File: src/rtl/grid_pkg.sv
// Shared grid-side constants, event types and the grid-to-sensor conversion
// used by the spatial expander and other grid event consumers.
package grid_pkg;

  localparam int SENSOR_RES = 320;
  localparam int GRID_SIZE  = 16;
  localparam int GRID_BITS  = 4;
  localparam int CENTER     = GRID_SIZE / 2;
  localparam int CELL_PITCH = SENSOR_RES / GRID_SIZE;
  localparam int COORD_BITS = 9;

  typedef logic signed [GRID_BITS:0] grid_pos_t;
  typedef logic [COORD_BITS-1:0]     coord_t;

  localparam grid_pos_t POS_MIN = grid_pos_t'(-CENTER);
  localparam grid_pos_t POS_MAX = grid_pos_t'(CENTER - 1);

  typedef struct packed {
    grid_pos_t x;
    grid_pos_t y;
    logic      polarity;
  } grid_evt_t;

  typedef struct packed {
    coord_t x;
    coord_t y;
    logic   polarity;
  } sensor_evt_t;

  typedef enum logic {
    OUT_EMPTY = 1'b0,
    OUT_FULL  = 1'b1
  } out_state_e;

  function automatic logic in_grid_range(input grid_pos_t pos);
    return (pos >= POS_MIN) && (pos <= POS_MAX);
  endfunction

  // Cell centre of a signed grid position; g*20 is built as g*16 + g*4,
  // so these shift amounts are tied to a pitch of 20.
  function automatic coord_t grid_to_sensor(input grid_pos_t pos);
    logic [GRID_BITS:0] biased;
    coord_t             g;
    biased = $unsigned(pos) + (GRID_BITS+1)'(CENTER);
    g      = {{(COORD_BITS-GRID_BITS){1'b0}}, biased[GRID_BITS-1:0]};
    return (g << 4) + (g << 2) + coord_t'(CELL_PITCH / 2);
  endfunction

endpackage

File: src/rtl/grid_event_fifo.sv
// Small synchronous FIFO of grid events; a push into a full FIFO is accepted
// only when a pop happens in the same cycle, otherwise it is reported as a drop.
module grid_event_fifo
  import grid_pkg::*;
#(
  parameter int DEPTH = 4
) (
  input  logic      clk,
  input  logic      rst_n,
  input  logic      push_i,
  input  grid_evt_t push_data_i,
  input  logic      pop_i,
  output grid_evt_t pop_data_o,
  output logic      full_o,
  output logic      empty_o,
  output logic      drop_o
);

  localparam int AW = $clog2(DEPTH);

  logic [AW:0] wr_ptr_q, wr_ptr_d;
  logic [AW:0] rd_ptr_q, rd_ptr_d;
  logic        do_push, do_pop;
  grid_evt_t   mem_q [DEPTH];

  // Pointers carry one extra wrap bit to tell full from empty.
  assign empty_o    = (wr_ptr_q == rd_ptr_q);
  assign full_o     = (wr_ptr_q[AW] != rd_ptr_q[AW]) &&
                      (wr_ptr_q[AW-1:0] == rd_ptr_q[AW-1:0]);
  assign pop_data_o = mem_q[rd_ptr_q[AW-1:0]];

  always_comb begin
    // NOTE: every comb output gets a default first so no latch is inferred.
    wr_ptr_d = wr_ptr_q;
    rd_ptr_d = rd_ptr_q;
    do_pop   = pop_i && !empty_o;
    do_push  = push_i && (!full_o || do_pop);
    drop_o   = push_i && !do_push;
    if (do_push) wr_ptr_d = wr_ptr_q + (AW+1)'(1);
    if (do_pop)  rd_ptr_d = rd_ptr_q + (AW+1)'(1);
  end

  // NOTE: state registers use non-blocking assignments only.
  always_ff @(posedge clk or negedge rst_n) begin
    if (!rst_n) begin
      wr_ptr_q <= '0;
      rd_ptr_q <= '0;
    end else begin
      wr_ptr_q <= wr_ptr_d;
      rd_ptr_q <= rd_ptr_d;
    end
  end

  // NOTE: storage needs no reset; resetting the pointers empties the FIFO.
  always_ff @(posedge clk) begin
    if (do_push) mem_q[wr_ptr_q[AW-1:0]] <= push_data_i;
  end

endmodule

File: src/rtl/spatial_expander.sv
// Expands signed grid-relative events into sensor-space cell centres, with an
// input FIFO, a single output register and saturating drop/range statistics.
module spatial_expander
  import grid_pkg::*;
#(
  parameter int FIFO_DEPTH = 4,
  parameter int CNT_BITS   = 8
) (
  input  logic                  clk,
  input  logic                  rst_n,
  input  logic                  in_valid,
  input  logic signed [GRID_BITS:0] in_x,
  input  logic signed [GRID_BITS:0] in_y,
  input  logic                  in_polarity,
  output logic                  out_valid,
  input  logic                  out_ready,
  output logic [COORD_BITS-1:0] out_x,
  output logic [COORD_BITS-1:0] out_y,
  output logic                  out_polarity,
  input  logic                  clr_stats,
  output logic                  overflow,
  output logic [CNT_BITS-1:0]   drop_count,
  output logic [CNT_BITS-1:0]   range_err_count
);

  localparam logic [CNT_BITS-1:0] CNT_MAX = '1;

  logic        in_range, push, range_err, drop;
  logic        load, fifo_full, fifo_empty;
  grid_evt_t   in_evt, head_evt;

  out_state_e  state_q, state_d;
  sensor_evt_t out_evt_q, out_evt_d;

  logic [CNT_BITS-1:0] drop_cnt_q, drop_cnt_d;
  logic [CNT_BITS-1:0] rerr_cnt_q, rerr_cnt_d;
  logic                overflow_q, overflow_d;

  assign in_range  = in_grid_range(in_x) && in_grid_range(in_y);
  assign push      = in_valid && in_range;
  assign range_err = in_valid && !in_range;
  assign in_evt    = '{x: in_x, y: in_y, polarity: in_polarity};

  // The output register refills whenever it is empty or being consumed.
  assign load = !fifo_empty && ((state_q == OUT_EMPTY) || out_ready);

  grid_event_fifo #(
    .DEPTH (FIFO_DEPTH)
  ) u_fifo (
    .clk         (clk),
    .rst_n       (rst_n),
    .push_i      (push),
    .push_data_i (in_evt),
    .pop_i       (load),
    .pop_data_o  (head_evt),
    .full_o      (fifo_full),
    .empty_o     (fifo_empty),
    .drop_o      (drop)
  );

  always_ff @(posedge clk or negedge rst_n) begin
    if (!rst_n) state_q <= OUT_EMPTY;
    else        state_q <= state_d;
  end

  always_comb begin
    state_d = state_q;
    unique case (state_q)
      OUT_EMPTY: if (load) state_d = OUT_FULL;
      OUT_FULL:  if (out_ready && !load) state_d = OUT_EMPTY;
      default:   state_d = OUT_EMPTY;
    endcase
  end

  always_comb begin
    out_valid    = (state_q == OUT_FULL);
    out_x        = out_evt_q.x;
    out_y        = out_evt_q.y;
    out_polarity = out_evt_q.polarity;
  end

  always_comb begin
    out_evt_d = out_evt_q;
    if (load) begin
      out_evt_d = '{x:        grid_to_sensor(head_evt.x),
                    y:        grid_to_sensor(head_evt.y),
                    polarity: head_evt.polarity};
    end
  end

  always_ff @(posedge clk or negedge rst_n) begin
    if (!rst_n) out_evt_q <= '0;
    else        out_evt_q <= out_evt_d;
  end

  // Clear takes priority over any increment in the same cycle.
  always_comb begin
    drop_cnt_d = drop_cnt_q;
    rerr_cnt_d = rerr_cnt_q;
    overflow_d = overflow_q;
    if (clr_stats) begin
      drop_cnt_d = '0;
      rerr_cnt_d = '0;
      overflow_d = 1'b0;
    end else begin
      if (drop) begin
        overflow_d = 1'b1;
        if (drop_cnt_q != CNT_MAX) drop_cnt_d = drop_cnt_q + CNT_BITS'(1);
      end
      if (range_err && (rerr_cnt_q != CNT_MAX)) rerr_cnt_d = rerr_cnt_q + CNT_BITS'(1);
    end
  end

  always_ff @(posedge clk or negedge rst_n) begin
    if (!rst_n) begin
      drop_cnt_q <= '0;
      rerr_cnt_q <= '0;
      overflow_q <= 1'b0;
    end else begin
      drop_cnt_q <= drop_cnt_d;
      rerr_cnt_q <= rerr_cnt_d;
      overflow_q <= overflow_d;
    end
  end

  assign drop_count      = drop_cnt_q;
  assign range_err_count = rerr_cnt_q;
  assign overflow        = overflow_q;

endmodule

File: config.mk
export PLATFORM = sky130hd
export DESIGN_NAME = spatial_expander
export DESIGN_NICKNAME = d
export VERILOG_FILES = /design/src/rtl/grid_pkg.sv /design/src/rtl/grid_event_fifo.sv /design/src/rtl/spatial_expander.sv
export SDC_FILE = /design/constraint.sdc
export NUM_CORES = 1
export LEC_CHECK = 0
export ABC_AREA = 1
export ABC_CLOCK_PERIOD_IN_PS = 5100
export CAP_MARGIN = 40
export CORE_MARGIN = 5
export CORE_UTILIZATION = 59
export CTS_CLUSTER_SIZE = 10
export DETAILED_ROUTE_END_ITERATION = 12
export PLACE_DENSITY = 0.85
export SYNTH_ARGS = -nofsm -noshare
export SYNTH_HDL_FRONTEND = slang
export SYNTH_SLANG_ARGS = --single-unit
File: constraint.sdc
create_clock -name clk -period 5.1 [get_ports clk]
set_input_delay 1.275 -clock clk [delete_from_list [all_inputs] [get_ports clk]]
set_output_delay 1.275 -clock clk [all_outputs]
set_load 0.05 [all_outputs]
### After elaboration in Yosys (flattened, before gate mapping)

Memories as Yosys holds them, arrays and structs flattened.
Cells that the tools add are included.

| operators by class | value |
|---|---|
| add/subtract/negate cells | 10 |
| magnitude comparators | 4 |
| equality and inequality tests | 5 |
| multiplexer cells | 12 |
| bitwise gates (word level) | 1 |
| reductions and logical operators | 23 |

Operator list:

| cell | number |
|---|---|
| $mux 8 | 5 |
| $add 8x6->9 | 2 |
| $add 9x4->9 const B | 2 |
| $add 8x1->8 const B | 2 |
| $ne 8x8->1 const B | 2 |
| $logic_and 1x1->1 | 12 |
| $ge 5x4->1 const B | 2 |
| $le 5x4->1 const B | 2 |
| $add 4x4->4 const B | 2 |
| $add 3x1->3 const B | 2 |
| $mux 1 | 6 |
| $reduce_bool 2->1 | 3 |
| $logic_not 1->1 | 5 |
| $eq 3x3->1 | 1 |
| $eq 2x2->1 | 1 |
| $logic_or 1x1->1 | 2 |
| $pmux 1 s2 | 1 |
| $reduce_and 2->1 | 1 |
| $ne 1x1->1 | 1 |
| $not 1->1 | 1 |

| storage, ports and cells | value |
|---|---|
| bits in registers | 43 |
| RAM bits | 44 |
| output and inout bits | 37 |
| word-level logic and storage cells | 65 |
| memories | 1 |

Memories:

| name | words | bits a word | rd ports | clocked after Yosys merged registers in | wr ports | line | RTL |
|---|---|---|---|---|---|---|---|
| u_fifo.mem_q | 4 | 11 | 1 | 0 | 1 | grid_event_fifo.sv:24 | `grid_evt_t mem_q [DEPTH];` |

### Longest topological paths before layout

Gate-level depths: netlist of run 1.

| logic depth | value |
|---|---|
| depth after elaboration | 10 |
| mapped depth | 14 |
| depth with buffers taken out | 13 |

### By module

Synthesis of run 1 repeated with hierarchy kept, for this count alone.

| unflattened totals | value |
|---|---|
| cell total of the unflattened synthesis | 436 |
| area total of the unflattened synthesis | 4033.9 um^2 |

By module, submodules not included:

| module | instances | cells an instance | area each (um^2) | seq. area each (um^2) |
|---|---|---|---|---|
| grid_event_fifo | 1 | 168 | 2055.7 | 1471.4 |
| spatial_expander | 1 | 268 | 1978.1 | 850.8 |

### Worst setup path after synthesis of run 1

OpenSTA, ideal clock, no wires.

| timing | value |
|---|---|
| path type | in2reg |
| from | input port in_x[4] |
| to | memory u_fifo.mem_q[0][0] (netlist bit), enable pin |
| arrival | 2276 ps |
| required time | 4726 ps |
| setup slack | 2449 ps |
| cell stages on the path | 7 |
| buffers on the path | 0 |
| cells stage by stage | inv_1 nand2_1 nand2_1 nand3_1 inv_1 nand2_4 nor2_1 |

| between the ends | value |
|---|---|
| word-level cells in the longest chain between the ends | 7 |

RTL lines:

| what | line | RTL |
|---|---|---|
| start: declaration | spatial_expander.sv:12 | `input logic signed [GRID_BITS:0] in_x,` |
| $ge 5x4->1 / $le 5x4->1 (equally long branches) | grid_pkg.sv:36 | `return (pos >= POS_MIN) && (pos <= POS_MAX);` |
| $logic_and 1x1->1 * | grid_pkg.sv:36 |  |
| $logic_and 1x1->1 * | spatial_expander.sv:39 | `assign in_range = in_grid_range(in_x) && in_grid_range(in_y);` |
| $logic_and 1x1->1 * | spatial_expander.sv:40 | `assign push = in_valid && in_range;` |
| $logic_and 1x1->1 * | grid_event_fifo.sv:37 | `do_push = push_i && (!full_o \|\| do_pop);` |
| $mux 1 * | grid_event_fifo.sv:56 | `if (do_push) mem_q[wr_ptr_q[AW-1:0]] <= push_data_i;` |
| $mux 1 (implied by the code) * | grid_event_fifo.sv:56 |  |
| end: declaration | grid_event_fifo.sv:24 |  |

Every way passes the cells marked *; elsewhere a longest branch is shown, timed or not.

### Worst setup path in the final report of run 1

| timing | value |
|---|---|
| from | input port in_x[3] |
| to | memory u_fifo.mem_q[1][9] (netlist bit), enable pin |

Same word-level chain as after synthesis.

==> results_dict.tcl, run 1 <==
set metrics [dict create \
    cts_tree "built" \
    hold_path_end "out_x[6]" \
    required_ps 5070 \
    die-width_um 90.8 \
    grt_pass1_wl_um 13500 \
    postCtsHoldBufs 0 \
    syn_area_um2 3850 \
    worst_pin_slew_ps 804 \
    crit_path_max_fanout 9 \
    routed_wl_um 7740 \
    drv_cap 0 \
    grt-ovfl-total 0 \
    fillers 455 \
    path_class "in2reg" \
    worstPathCellList "clkdlybuf4s50_1 -> nand2_1 -> nand2_1 -> nand3_1 -> inv_1 -> nand2_4 -> nor2_1" \
    min_period_over_period 0.631 \
    holdWs_ps 485 \
    hold_viol 0 \
    cts-root-buf "clkbuf_8" \
    grt_max_degree 26 \
    rows 29 \
    mostFrequentLayoutCell "nand2_1" \
    max_stage_delay_ps 620 \
    post-cts-setup-buffers 0 \
    wl_per_cell_um 13.8 \
    cp_num_buf_inv 2 \
    path_clk_slew_ps 90 \
    cts_buffers 9 \
    synthCells 430 \
    die_area_um2 8250 \
    die_h_um 90.8 \
    clock.fmax_mhz 311 \
    crit_path_frequent_cell "nand2_1" \
    setup_violations 0 \
    utilization 0.725 \
    hold_start "out_x[6]" \
    arrival_ps 3190 \
    drv_slew 0 \
    clock_tree.buffer_depth 2 \
    place.gp.congestion 0.835 \
    ir_worst_vdd_uv 452 \
    layout-drive-gt1-share 0.0639 \
    cts-resized-gates 0 \
    diodes 0 \
    drc 0 \
    drtIter0Drc 151 \
    synth-async-reset-ratio 0.526 \
    ios 53 \
    dp_hpwl_um 5410 \
    area_growth_pct 19.4 \
    critical-path-top-delay-family "simple AND/OR/NAND/NOR gates" \
    worstReg2RegStart "u_fifo.rd_ptr_q[0]" \
    grt_pass1_vias 2910 \
    status "completed" \
    rsz0062_at_grt "false" \
    switching_share 0.443 \
    clock_skew_ps 12.5 \
    reg2reg_slack_ps 2280 \
    vias_per_cell 5.36 \
    clk_latency_ps 350 \
    fin_nets 509 \
    synth_flop_cell "dfrtp_1" \
    worst_setup_path_start_kind "input port" \
    r2r_end "out_x[7]" \
    grt_antenna_before_repair 0 \
    ff2ff_path_depth 10 \
    ctsHtreeMaxLevel 3 \
    via_count 3011 \
    initial_core_util 0.607 \
    layout_common_cells "nand2_1, clkdlybuf4s50_1, inv_1, nand3_1, dfrtp_1" \
    min_period_ps 3220 \
    total_power_uw 2570 \
    track_usage 0.199 \
    clkPwrFrac 0.205 \
    port_buffers 50 \
    clock_sinks 76 \
    yosysSeqAreaShare 0.540 \
    antenna_left 0 \
    avgSynthCellArea_um2 8.96 \
    slew_headroom 0.462 \
    intPower_uw 1430 \
    combPwrFrac 0.466 \
    dr.pass1.iters 5 \
    hp-class "reg2reg" \
    pwr-share-seq 0.329 \
    leakage_uw 0.00215 \
    yosysWarningCount 0 \
    tns_ps 0 \
    synth_cell_types 32 \
    power_switching_uw 1140 \
    slowest_stage "nor2_1" \
    synth-edff-count 36 \
    power_density_nw_per_um2 558 \
    cp-end-kind "flop" \
    min_path_cells 2 \
    synth-seq-cells 76 \
    core_um2 6350 \
]
## kinds of logic (layout without fill, tap and decap cells)
group | count (synthesis) | after routing | synth area share
and+or+nand+nor | 246 | 246 | 0.283
DFF | 76 | 76 | 0.540
buffers and inverters | 60 | 114 | 0.0743
AOI/OAI and AO/OA | 26 | 26 | 0.0373
adders and majority gates | 13 | 13 | 0.0461
xor gates and xnor gates | 8 | 8 | 0.0182
other | 1 | 2 | 0.000973
## synth_stat cells (2+ instances only)
library cell,count,area (um2)
dfrtp_1,40,1000
a21oi_1,5,25.0
nand3b_1,2,15.0
o21ai_0,13,65.1
ha_1,11,138
edfxtp_1,36,1080
inv_1,45,169
nand2_1,155,582
o21bai_1,2,15.0
nand3_1,41,205
nand2_2,2,12.5
buf_6,4,45.0
nor2_1,25,93.8
a32oi_1,2,17.5
nand4_1,11,68.8
buf_2,3,15.0
nand2_4,2,22.5
buf_4,6,45.0
fa_1,2,40.0
nand3_2,2,20.0
inv_4,2,12.5
xor2_1,7,61.3
o21ai_1,3,15.0
## registers in the layout (all words and copies together) (netlist names)
register         count
out_x                8
out_y                7
drop_count           8
range_err_count      8
overflow             1
u_fifo.wr_ptr_q      3
u_fifo.mem_q        36
out_polarity         1
out_valid            1
u_fifo.rd_ptr_q      3
## power groups by stage
stage	Combinational [uW]	Sequential [uW]	Clock, uW
floorplan	735	1030	0
global placement	1140	849	0
detailed placement	1180	857	0
CTS	1190	844	532
global route	1330	859	562
finish	1200	844	528
## through the flow
stage | cell area (um2) | worst slack [ps] | cells
after floorplan | 3860 | 2450 | 431
after global placement | 4340 | 1600 | 545
after detailed placement | 4370 | 1440 | 546
after CTS | 4600 | 1810 | 562
after global routing | 4600 | 1730 | 562
final | 4600 | 1880 | 562
## worst max-delay path by stage
stage | from | to | slack, ps | cells after the start
finish | in_x[3] | u_fifo.mem_q[1][9] | 1880 | 7
global route | in_y[3] | u_fifo.mem_q[1][4] | 1730 | 8
CTS | in_x[3] | u_fifo.mem_q[0][3] | 1810 | 7
detailed placement | in_x[3] | u_fifo.mem_q[0][7] | 1440 | 7
global placement | in_x[3] | u_fifo.mem_q[1][0] | 1600 | 7
floorplan | in_x[4] | u_fifo.mem_q[0][0] | 2450 | 7
## layer usage
metal / routed length, um / vias to the layer above / global-route usage
met2: 3700 / 105 / 0.318
met1: 3410 / 1411 / 0.269
met3: 525 / 9 / 0.0342
met4: 100 / 0 / 0.0831
li1: - / 1486 / -
met5: 0 / - / 0
## cell type report
type / instances / area, um2 / share of cell area
inverter: 47 / 181 / 0.0394
timing repair buffer: 51 / 523 / 0.114
tap: 77 / 96.3 / 0.0209
multi-input combinational: 295 / 1490 / 0.324
clock buffer: 9 / 124 / 0.0269
clock inverter: 7 / 106 / 0.0231
sequential: 76 / 2080 / 0.452
## worst min-delay path, cell delays in order, from the launching register on
cell and delay [ps]:
dfrtp_1 350, nand2_1 50, nand2_1 50
Power figures use the tool's default switching activity.
==> run 2, diff against run 1 <==
ABC_CLOCK_PERIOD_IN_PS = 3330   (was 5100)
CORE_UTILIZATION = 55   (was 59)
PLACE_DENSITY = 0.8   (was 0.85)
clock period = 3.33 ns   (was 5.1 ns; I/O delays follow)
==> results_dict.tcl, run 2 (synthesis gave the netlist of run 1 again) <==
set metrics [dict create \
    port_buffers 50 \
    worst_setup_path_start_kind "flop" \
    placedCellCount 570 \
    clock.fmax_mhz 395 \
    dr.pass1.iters 4 \
    leakage_uw 0.00215 \
    arrival_ps 2830 \
    grt_pass1_vias 2847 \
    ir_worst_vdd_uv 414 \
    place_ws_ps 405 \
    path_class "reg2reg" \
    core_um2 6790 \
    hold_viol 0 \
    grt-ovfl-total 0 \
    grt_antenna_before_repair 0 \
    ctsHtreeMaxLevel 3 \
    hp-class "in2async" \
    clock_tree.buffer_depth 2 \
    pwr-share-seq 0.330 \
    setup_violations 0 \
    wl_per_cell_um 13.2 \
    status "completed" \
    switching_share 0.459 \
    drv_cap 0 \
    die-width_um 93.7 \
    dp_hpwl_um 5530 \
    clk_latency_ps 360 \
    path_clk_slew_ps 90 \
    clkPwrFrac 0.180 \
    cts-root-buf "clkbuf_8" \
    fin_nets 514 \
    combPwrFrac 0.490 \
    clock_sinks 76 \
    grt_max_degree 26 \
    initial_core_util 0.567 \
    crit_path_max_fanout 20 \
    layout_common_cells "nand2_1, clkdlybuf4s50_1, inv_1, nand3_1, dfrtp_1" \
    required_ps 3630 \
    worst_pin_slew_ps 617 \
    vias_per_cell 5.05 \
    via_count 2958 \
    grt_pass1_wl_um 13100 \
    track_usage 0.193 \
    postCtsHoldBufs 0 \
    fin_ws_ps 798 \
    drtIter0Drc 175 \
    cts-resized-gates 0 \
    drc 0 \
    min_period_ps 2530 \
    cts_buffers 9 \
    drv_slew 0 \
    area_growth_pct 20.0 \
    cts_tree "built" \
    die_area_um2 8780 \
    power_density_nw_per_um2 823 \
    ios 53 \
    antenna_left 0 \
    rsz0062_at_grt "false" \
    place.gp.congestion 0.873 \
    ff2ff_path_depth 10 \
    die_h_um 93.7 \
    routed_wl_um 7760 \
    min_period_over_period 0.760 \
    layout.cells.non_filler 586 \
    placed_area_um2 4430 \
    post-cts-setup-buffers 0 \
    rows 30 \
    total_power_uw 3810 \
    mostFrequentLayoutCell "nand2_1" \
    fin_area_um2 4620 \
    clock_skew_ps 8.17 \
    power_switching_uw 1740 \
    diodes 0 \
    tns_ps 0 \
    largest_reg_flops 36 \
    slew_headroom 0.588 \
    fillers 538 \
    layout-drive-gt1-share 0.0735 \
    intPower_uw 2060 \
    cp-end-kind "flop" \
]
-- run 2: cell types whose count changed in the layout (fill, tap and decap cells not counted), sizes merged --
cell / previous run / this run
buf: 2 / 7
bufinv: 2 / 0
inv: 50 / 52
clkinv: 2 / 1
clkinvlp: 0 / 1
-- run 2: per-stage QoR --
step / hold slack (ps) / util
final: 425 / 0.681
after global routing: 446 / 0.681
after CTS: 437 / 0.681
after detailed placement: 466 / 0.652
after global placement: 462 / 0.648
after floorplan: 462 / -
-- run 2: cell type report --
class	count	area, um2	area share
clock inverter	7	67.6	0.0146
inverter	47	181	0.0392
clock buffer	9	124	0.0268
multi-input combinational	295	1490	0.322
sequential	76	2080	0.450
tap	96	120	0.0260
timing repair buffer	56	561	0.121
-- run 2: critical path: stages, from the launching register on --
cell	delay (ps)
dfrtp_1	410
inv_1	470
nand2_1	130
a32oi_1	370
inv_1	140
fa_1	460
o21bai_1	210
nand2_1	80
nand2_1	60
nand3_1	70
nand2_1	50
-- run 2: power groups by stage --
stage | logic (uW) | clock network, uW | registers (uW)
after floorplan | 1130 | 0 | 1580
after global placement | 1790 | 0 | 1270
after detailed placement | 1860 | 0 | 1280
after CTS | 1880 | 692 | 1260
after global routing | 2090 | 737 | 1280
final | 1860 | 684 | 1260
-- run 2: metal layers --
layer	share of wire	vias up	wire length (um)	track usage
li1	-	1499	-	-
met1	0.44	1367	3380	0.241
met2	0.50	72	3870	0.319
met3	0.042	20	326	0.0425
met4	0.024	0	184	0.0890
met5	0	-	0	0
-- run 2: worst paths after layout --
path / startpoint / endpoint / slack (ps)
worst max-delay path: u_fifo.rd_ptr_q[0] / out_y[7] / 800
worst min-delay path: rst_n / out_polarity / 430
worst max register to register: u_fifo.rd_ptr_q[0] / out_y[7] / 800
worst min register to register: out_y[7] / out_y[7] / 480
max in group asynchronous: rst_n / drop_count[3] / 2420
min in group clk: out_y[7] / out_y[7] / 480
